**src/rtl/prog_loader_pkg.sv**
```systemverilog
`default_nettype none
// ============================================================================
// Module  : prog_loader_pkg
// Brief   : Shared state encoding, frame layout and helpers for prog_loader.
// Revision: 1.0 - initial release
// ============================================================================
package prog_loader_pkg;

    typedef enum logic [2:0] {
        S_SYNC = 3'd0,
        S_ADDR = 3'd1,
        S_LEN  = 3'd2,
        S_DATA = 3'd3,
        S_MAR  = 3'd4,
        S_WE   = 3'd5,
        S_CHK  = 3'd6,
        S_FIN  = 3'd7
    } state_t;

    localparam logic [7:0] C_SYNC_BYTE = 8'hA5;

    // Order in which the host tool emits frame fields; DATA repeats LEN times.
    typedef enum logic [2:0] {
        F_SYNC = 3'd0,
        F_ADDR = 3'd1,
        F_LEN  = 3'd2,
        F_DATA = 3'd3,
        F_CHK  = 3'd4
    } frame_field_t;

    // States that wait on the byte stream and are subject to the idle timeout.
    function automatic logic is_wait_state(input state_t s);
        return (s == S_ADDR) || (s == S_LEN) || (s == S_DATA) || (s == S_CHK);
    endfunction

    function automatic logic is_ready_state(input state_t s);
        return (s == S_SYNC) || is_wait_state(s);
    endfunction

    // A LEN field of zero encodes a full 256-byte page.
    function automatic logic [8:0] len_to_count(input logic [7:0] len);
        return (len == 8'd0) ? 9'd256 : {1'b0, len};
    endfunction

endpackage
`default_nettype wire

```
**src/rtl/prog_loader_timeout.sv**
```systemverilog
`default_nettype none
// ============================================================================
// Module  : loader_timeout
// Brief   : Idle-cycle counter with clear/enable; flags the last idle cycle.
// Revision: 1.0 - initial release
// ============================================================================
module loader_timeout
    import prog_loader_pkg::*;
#(
    parameter int              TO_W    = 16,
    parameter logic [TO_W-1:0] TIMEOUT = 16'd50000
) (
    input  logic clk,
    input  logic rst_n,
    input  logic clr,
    input  logic en,
    output logic expire
);

    localparam logic [TO_W-1:0] C_LAST = TIMEOUT - TO_W'(1);

    logic [TO_W-1:0] r_cnt;

    always_ff @(posedge clk or negedge rst_n) begin
        if (!rst_n) begin
            r_cnt <= '0;
        end else if (clr) begin
            r_cnt <= '0;
        end else if (en) begin
            r_cnt <= r_cnt + TO_W'(1);
        end
    end

    // Fires during the TIMEOUT-th consecutive idle cycle so the FSM leaves on that edge.
    assign expire = en & ~clr & (r_cnt == C_LAST);

endmodule
`default_nettype wire

```
**src/rtl/prog_loader.sv**
```systemverilog
`default_nettype none
// ============================================================================
// Module  : prog_loader
// Brief   : Framed byte-stream loader for the 256x8 program RAM with checksum.
// Revision: 1.0 - initial release
// ============================================================================
module prog_loader
    import prog_loader_pkg::*;
#(
    parameter logic [7:0]      SYNC_BYTE = C_SYNC_BYTE,
    parameter int              TO_W      = 16,
    parameter logic [TO_W-1:0] TIMEOUT   = 16'd50000
) (
    input  logic       clk,
    input  logic       rst_n,
    input  logic [7:0] in_data,
    input  logic       in_valid,
    output logic       in_ready,
    output logic       program_mode,
    output logic       pm_mar_wr,
    output logic [7:0] pm_mar_in,
    output logic       pm_we,
    output logic [7:0] pm_data,
    output logic       done,
    output logic       err,
    output logic       busy
);

    state_t     r_state;
    state_t     w_next;
    logic [7:0] r_ptr;
    logic [7:0] r_sum;
    logic [7:0] r_hold;
    logic [7:0] r_mar_in;
    logic [8:0] r_cnt;
    logic       r_to_err;
    logic       w_accept;
    logic       w_wait;
    logic       w_expire;

    // Gated by rst_n so the stream sees not-ready while reset is held.
    assign in_ready = rst_n & is_ready_state(r_state);
    assign w_accept = in_valid & in_ready;
    assign w_wait   = is_wait_state(r_state);

    loader_timeout #(
        .TO_W    (TO_W),
        .TIMEOUT (TIMEOUT)
    ) u_timeout (
        .clk    (clk),
        .rst_n  (rst_n),
        .clr    (w_accept),
        .en     (w_wait & ~w_accept),
        .expire (w_expire)
    );

    always_ff @(posedge clk or negedge rst_n) begin
        if (!rst_n) begin
            r_state <= S_SYNC;
        end else begin
            r_state <= w_next;
        end
    end

    always_comb begin
        w_next       = r_state;
        program_mode = 1'b0;
        pm_mar_wr    = 1'b0;
        pm_we        = 1'b0;
        pm_data      = 8'h00;
        done         = 1'b0;
        err          = 1'b0;
        case (r_state)
            S_SYNC: begin
                if (w_accept && (in_data == SYNC_BYTE)) begin
                    w_next = S_ADDR;
                end
            end
            S_ADDR: begin
                program_mode = 1'b1;
                if (w_accept) begin
                    w_next = S_LEN;
                end else if (w_expire) begin
                    w_next = S_FIN;
                end
            end
            S_LEN: begin
                program_mode = 1'b1;
                if (w_accept) begin
                    w_next = S_DATA;
                end else if (w_expire) begin
                    w_next = S_FIN;
                end
            end
            S_DATA: begin
                program_mode = 1'b1;
                if (w_accept) begin
                    w_next = S_MAR;
                end else if (w_expire) begin
                    w_next = S_FIN;
                end
            end
            S_MAR: begin
                program_mode = 1'b1;
                pm_mar_wr    = 1'b1;
                w_next       = S_WE;
            end
            S_WE: begin
                program_mode = 1'b1;
                pm_we        = 1'b1;
                pm_data      = r_hold;
                w_next       = (r_cnt == 9'd1) ? S_CHK : S_DATA;
            end
            S_CHK: begin
                program_mode = 1'b1;
                if (w_accept || w_expire) begin
                    w_next = S_FIN;
                end
            end
            S_FIN: begin
                done   = ~r_to_err & (r_sum == 8'd0);
                err    = r_to_err | (r_sum != 8'd0);
                w_next = S_SYNC;
            end
            default: begin
                w_next = S_SYNC;
            end
        endcase
    end

    assign busy      = program_mode;
    assign pm_mar_in = r_mar_in;

    always_ff @(posedge clk or negedge rst_n) begin
        if (!rst_n) begin
            r_ptr    <= 8'h00;
            r_sum    <= 8'h00;
            r_hold   <= 8'h00;
            r_mar_in <= 8'h00;
            r_cnt    <= 9'd0;
            r_to_err <= 1'b0;
        end else begin
            case (r_state)
                S_SYNC: begin
                    if (w_accept) begin
                        r_to_err <= 1'b0;
                    end
                end
                S_ADDR: begin
                    if (w_accept) begin
                        r_ptr <= in_data;
                        r_sum <= in_data;
                    end
                end
                S_LEN: begin
                    if (w_accept) begin
                        r_cnt <= len_to_count(in_data);
                        r_sum <= r_sum + in_data;
                    end
                end
                S_DATA: begin
                    // Address is staged here so it is stable for the whole MAR strobe.
                    if (w_accept) begin
                        r_hold   <= in_data;
                        r_sum    <= r_sum + in_data;
                        r_mar_in <= r_ptr;
                    end
                end
                S_WE: begin
                    r_ptr <= r_ptr + 8'd1;
                    r_cnt <= r_cnt - 9'd1;
                end
                S_CHK: begin
                    if (w_accept) begin
                        r_sum <= r_sum + in_data;
                    end
                end
                default: begin
                end
            endcase
            if (w_expire) begin
                r_to_err <= 1'b1;
            end
        end
    end

endmodule
`default_nettype wire
```
**config.mk**
```make
export PLATFORM = sky130hd
export DESIGN_NAME = prog_loader
export DESIGN_NICKNAME = d
export VERILOG_FILES = /design/src/rtl/prog_loader_pkg.sv /design/src/rtl/prog_loader_timeout.sv /design/src/rtl/prog_loader.sv
export SDC_FILE = /design/constraint.sdc
export NUM_CORES = 1
export LEC_CHECK = 0
export CAP_MARGIN = 5
export CORE_UTILIZATION = 40
export DETAILED_ROUTE_END_ITERATION = 7
export DONT_BUFFER_PORTS = 1
export GPL_ROUTABILITY_DRIVEN = 1
export PLACE_DENSITY_LB_ADDON = 0.12
export SLEW_MARGIN = 20
export SYNTH_ARGS = -nofsm -noshare
export SYNTH_HDL_FRONTEND = slang
export SYNTH_SLANG_ARGS = --single-unit
```
**constraint.sdc**
```tcl
create_clock -name clk -period 5.6 [get_ports clk]
set_clock_uncertainty 0.1 [all_clocks]
set_input_delay 1.12 -clock clk [delete_from_list [all_inputs] [get_ports clk]]
set_output_delay 1.12 -clock clk [all_outputs]
set_load 0.01 [all_outputs]
```
==> results by group <==
STA
  • Worst slew margin: 41.2%
  • Least-Margin Pin Slew: 0.880 ns
  • RSZ-0062 raised after global routing: false
  • Total Neg Setup Slack: 0 ns
  • Fin. Hold Viols: 0
  • Fmax: 0.296 GHz
  • Slew Limit Fails: 0
  • Final period utilization: 60.4%
  • Finish-stage setup viols: 0
  • Crit path time final: 3.38 ns
  • WHS: 0.367 ns

Drt
  • Routed wl met2: 3.60 mm
  • WL per Instance: 16.5 µm
  • Final wirelength: 8.05 mm
  • Final ANT Viol Nets: 0
  • Metal-1 WL: 4.03 mm
  • Via-to-Cell Ratio: 5.63
  • Iteration count of the initial detailed-routing pass: 4
  • Met3 Wirelength: 315 µm
  • Top Metal Used: met4
  • Vias: 2,742
  • First-iteration detailed-routing DRC count: 142
  • # DRC: 0

Yosys
  • Syn Nets: 407
  • Ys async rst share: 100%
  • Main synth FF type: dfrtp_1
  • Yosys top cell area share: 43.1%
  • Seq/Total Area, Yosys: 43.1%
  • Syn avg cell area: 9.22 µm²
  • EDFF count, synth: 0
  • Synth area leader: dfrtp_1
  • Mapped Cells: 384
  • Ys Warns: 0
  • Largest cells by area after synthesis: dfrtp_1 43%, mux2_2 5.1%, nor2_1 4.5%
  • Synthesized flop and latch total: 61
  • Post-synth cell types: 56
  • Synthesized area: 0.00354 mm²

Floorplanning
  • DIE AREA: 0.00923 mm²
  • Chip Height: 96.1 µm
  • Core area: 0.00838 mm²
  • I/O Pins: 34
  • # rows: 33
  • Initial Utilization: 42.2%
  • Die width: 96.1 µm

Clock network
  • CTS tree: built
  • Root buf cell: clkbuf_8
  • Post-CTS setup buffers: 0
  • CTS max path bufs: 2
  • Hold buffer count at cts: 0
  • Post-cts gate resize count: 0
  • Clk Latency, worst-skew pair: 0.34 ns
  • Num CTS Buffers: 9
  • H-tree Lvls: 3
  • Clock sinks: 61
  • Clock transition at path regs: 0.08 ns

Power and ir drop
  • Sequential Power Share: 43.5%
  • Switching power: 725 µW
  • Switching power share of the total: 39.9%
  • P_leak: 0.00163 µW
  • Total internal power: 1090 µW
  • Clock share of power: 22.0%
  • Worst IR Drop VDD: 0.187 mV
  • Combinational power share: 34.5%
  • Pwr dens: 482 mW/mm²

Final layout
  • Diodes inserted: 0
  • Post-route insts no fill: 487
  • Synth-to-Final Area Change: 6.40%
  • Core Util, Final: 44.9%
  • Layout cells sized above 1: 11.8%
  • Nets: 400
  • Filler cells: 833
  • Final instance area: 0.00377 mm²

Placed design
  • Area after DPL: 0.00357 mm²
  • GP Congestion: 0.784
  • IO buf count: 0
  • DP Cell Count: 471
  • Final HPWL DP: 5.50 mm

Global routing
  • Initial antenna violation count: 0
  • All-layer global routing usage: 19.1%
  • Number of global-route vias before repair: 2,587
  • Largest net degree at the start of global routing: 65
  • First-pass GRT wire length: 13.2 mm
  • Grt total ovfl: 0

Critical path
  • R2r worst-path depth: 5
  • Worst setup SP type: register
  • Crit end category: output pin
  • CP required: 4.38 ns
  • Slowest stage delay, CP: 0.68 ns
  • Cell chain of the critical path: nand3b_1, inv_1
  • CP max-delay cell: inv_1
  • Setup CP Type: reg2out
  • Worst EP arrival: 2.16 ns
  • CP max FO: 23

Flow run
  • Max-Cap Viols: 0

Run status
  • Outcome: complete, no violations

Min path
  • Worst hold path type: in2async
## final cells by class
cell class,count,area (µm²),area share (%)
inverters,14,52.6,1.39
clock buffers,9,124,3.29
well taps,105,131,3.49
multi-input cells,291,1860,49.3
clock inverters,7,75.1,1.99
flip-flops and latches,61,1530,40.5
## synthesized netlist by cell type (3+ instances only)
cell type,number
o22ai_1,4
nor2_1,42
mux2_2,16
inv_1,14
buf_2,8
o21ai_0,22
nor3_1,10
xor2_1,12
o211ai_1,4
xnor2_1,6
dfrtp_1,61
nand3_1,16
ha_1,11
nand2_1,38
clkbuf_1,5
nand4_1,7
buf_4,3
a21oi_1,26
and4_1,3
mux2i_1,6
and3_1,14
a31oi_1,4
a211oi_1,5
nor4_1,6
## power groups by stage
stage | clock (µW) | combinational (µW) | sequential (µW)
after floorplan | 0 | 576 | 732
after global placement | 0 | 618 | 792
after detailed placement | 0 | 628 | 797
after CTS | 414 | 631 | 789
after global routing | 429 | 720 | 822
final | 400 | 626 | 790
## worst paths after layout
check	startpoint	to	slack [ns]
max in group asynchronous	rst_n	r_sum[7]	4.88
worst max register to register	r_state[2]	r_ptr[4]	3.03
worst min-delay path	rst_n	r_cnt[5]	0.37
worst max-delay path	r_state[2]	pm_we	2.22
worst min register to register	r_hold[7]	r_hold[7]	0.41
min in group clk	r_hold[7]	r_hold[7]	0.41
## logic make-up after synthesis
logic type,count (synthesis),share of synthesized area (%)
and+or+nand+nor,157,22.7
AOI/OAI and AO/OA,82,14.1
DFF,61,43.1
buffers and inverters,32,4.42
muxes,22,6.78
xor gates and xnor gates,18,4.45
adders and majority gates,12,4.45
## metrics by stage
| step | total power [µW] | worst slack (ns) |
|---|---|---|
| 2_1_floorplan | 1310 | 2.96 |
| 3_3_place_gp | 1410 | 2.64 |
| 3_5_place_dp | 1430 | 2.57 |
| 4_1_cts | 1830 | 2.19 |
| 5_1_grt | 1970 | 2.01 |
| 6_report | 1820 | 2.22 |
## sequential cells by signal, indices dropped and copies added, names as in the netlist
name,count
r_to_err,1
u_timeout.r_cnt,16
r_state,3
r_hold,8
r_sum,8
r_cnt,9
r_ptr,8
pm_mar_in,8
## worst max-delay path, delay by kind of cell, from the launching register on
family	cells	cell delay [ns]
buffers and inverters	1	0.68
DFF	1	0.65
and+or+nand+nor	1	0.49
## placed cells by master (no fill, tap or decap), types with 11 or more instances in the layout
master / Yosys / final
nand3_1: 16 / 16
o21ai_0: 22 / 22
ha_1: 11 / 11
nand2_1: 38 / 38
inv_1: 14 / 14
a21oi_1: 26 / 26
and3_1: 14 / 14
nor2_1: 42 / 42
xor2_1: 12 / 12
dfrtp_1: 61 / 61
mux2_2: 16 / 16
## metal layers
layer  track usage, %  vias up
li1                 -     1364
met1             27.7     1323
met2             27.8       44
met3             4.11       11
met4             7.09        0
met5                0        -
Power figures use the tool's default switching activity.
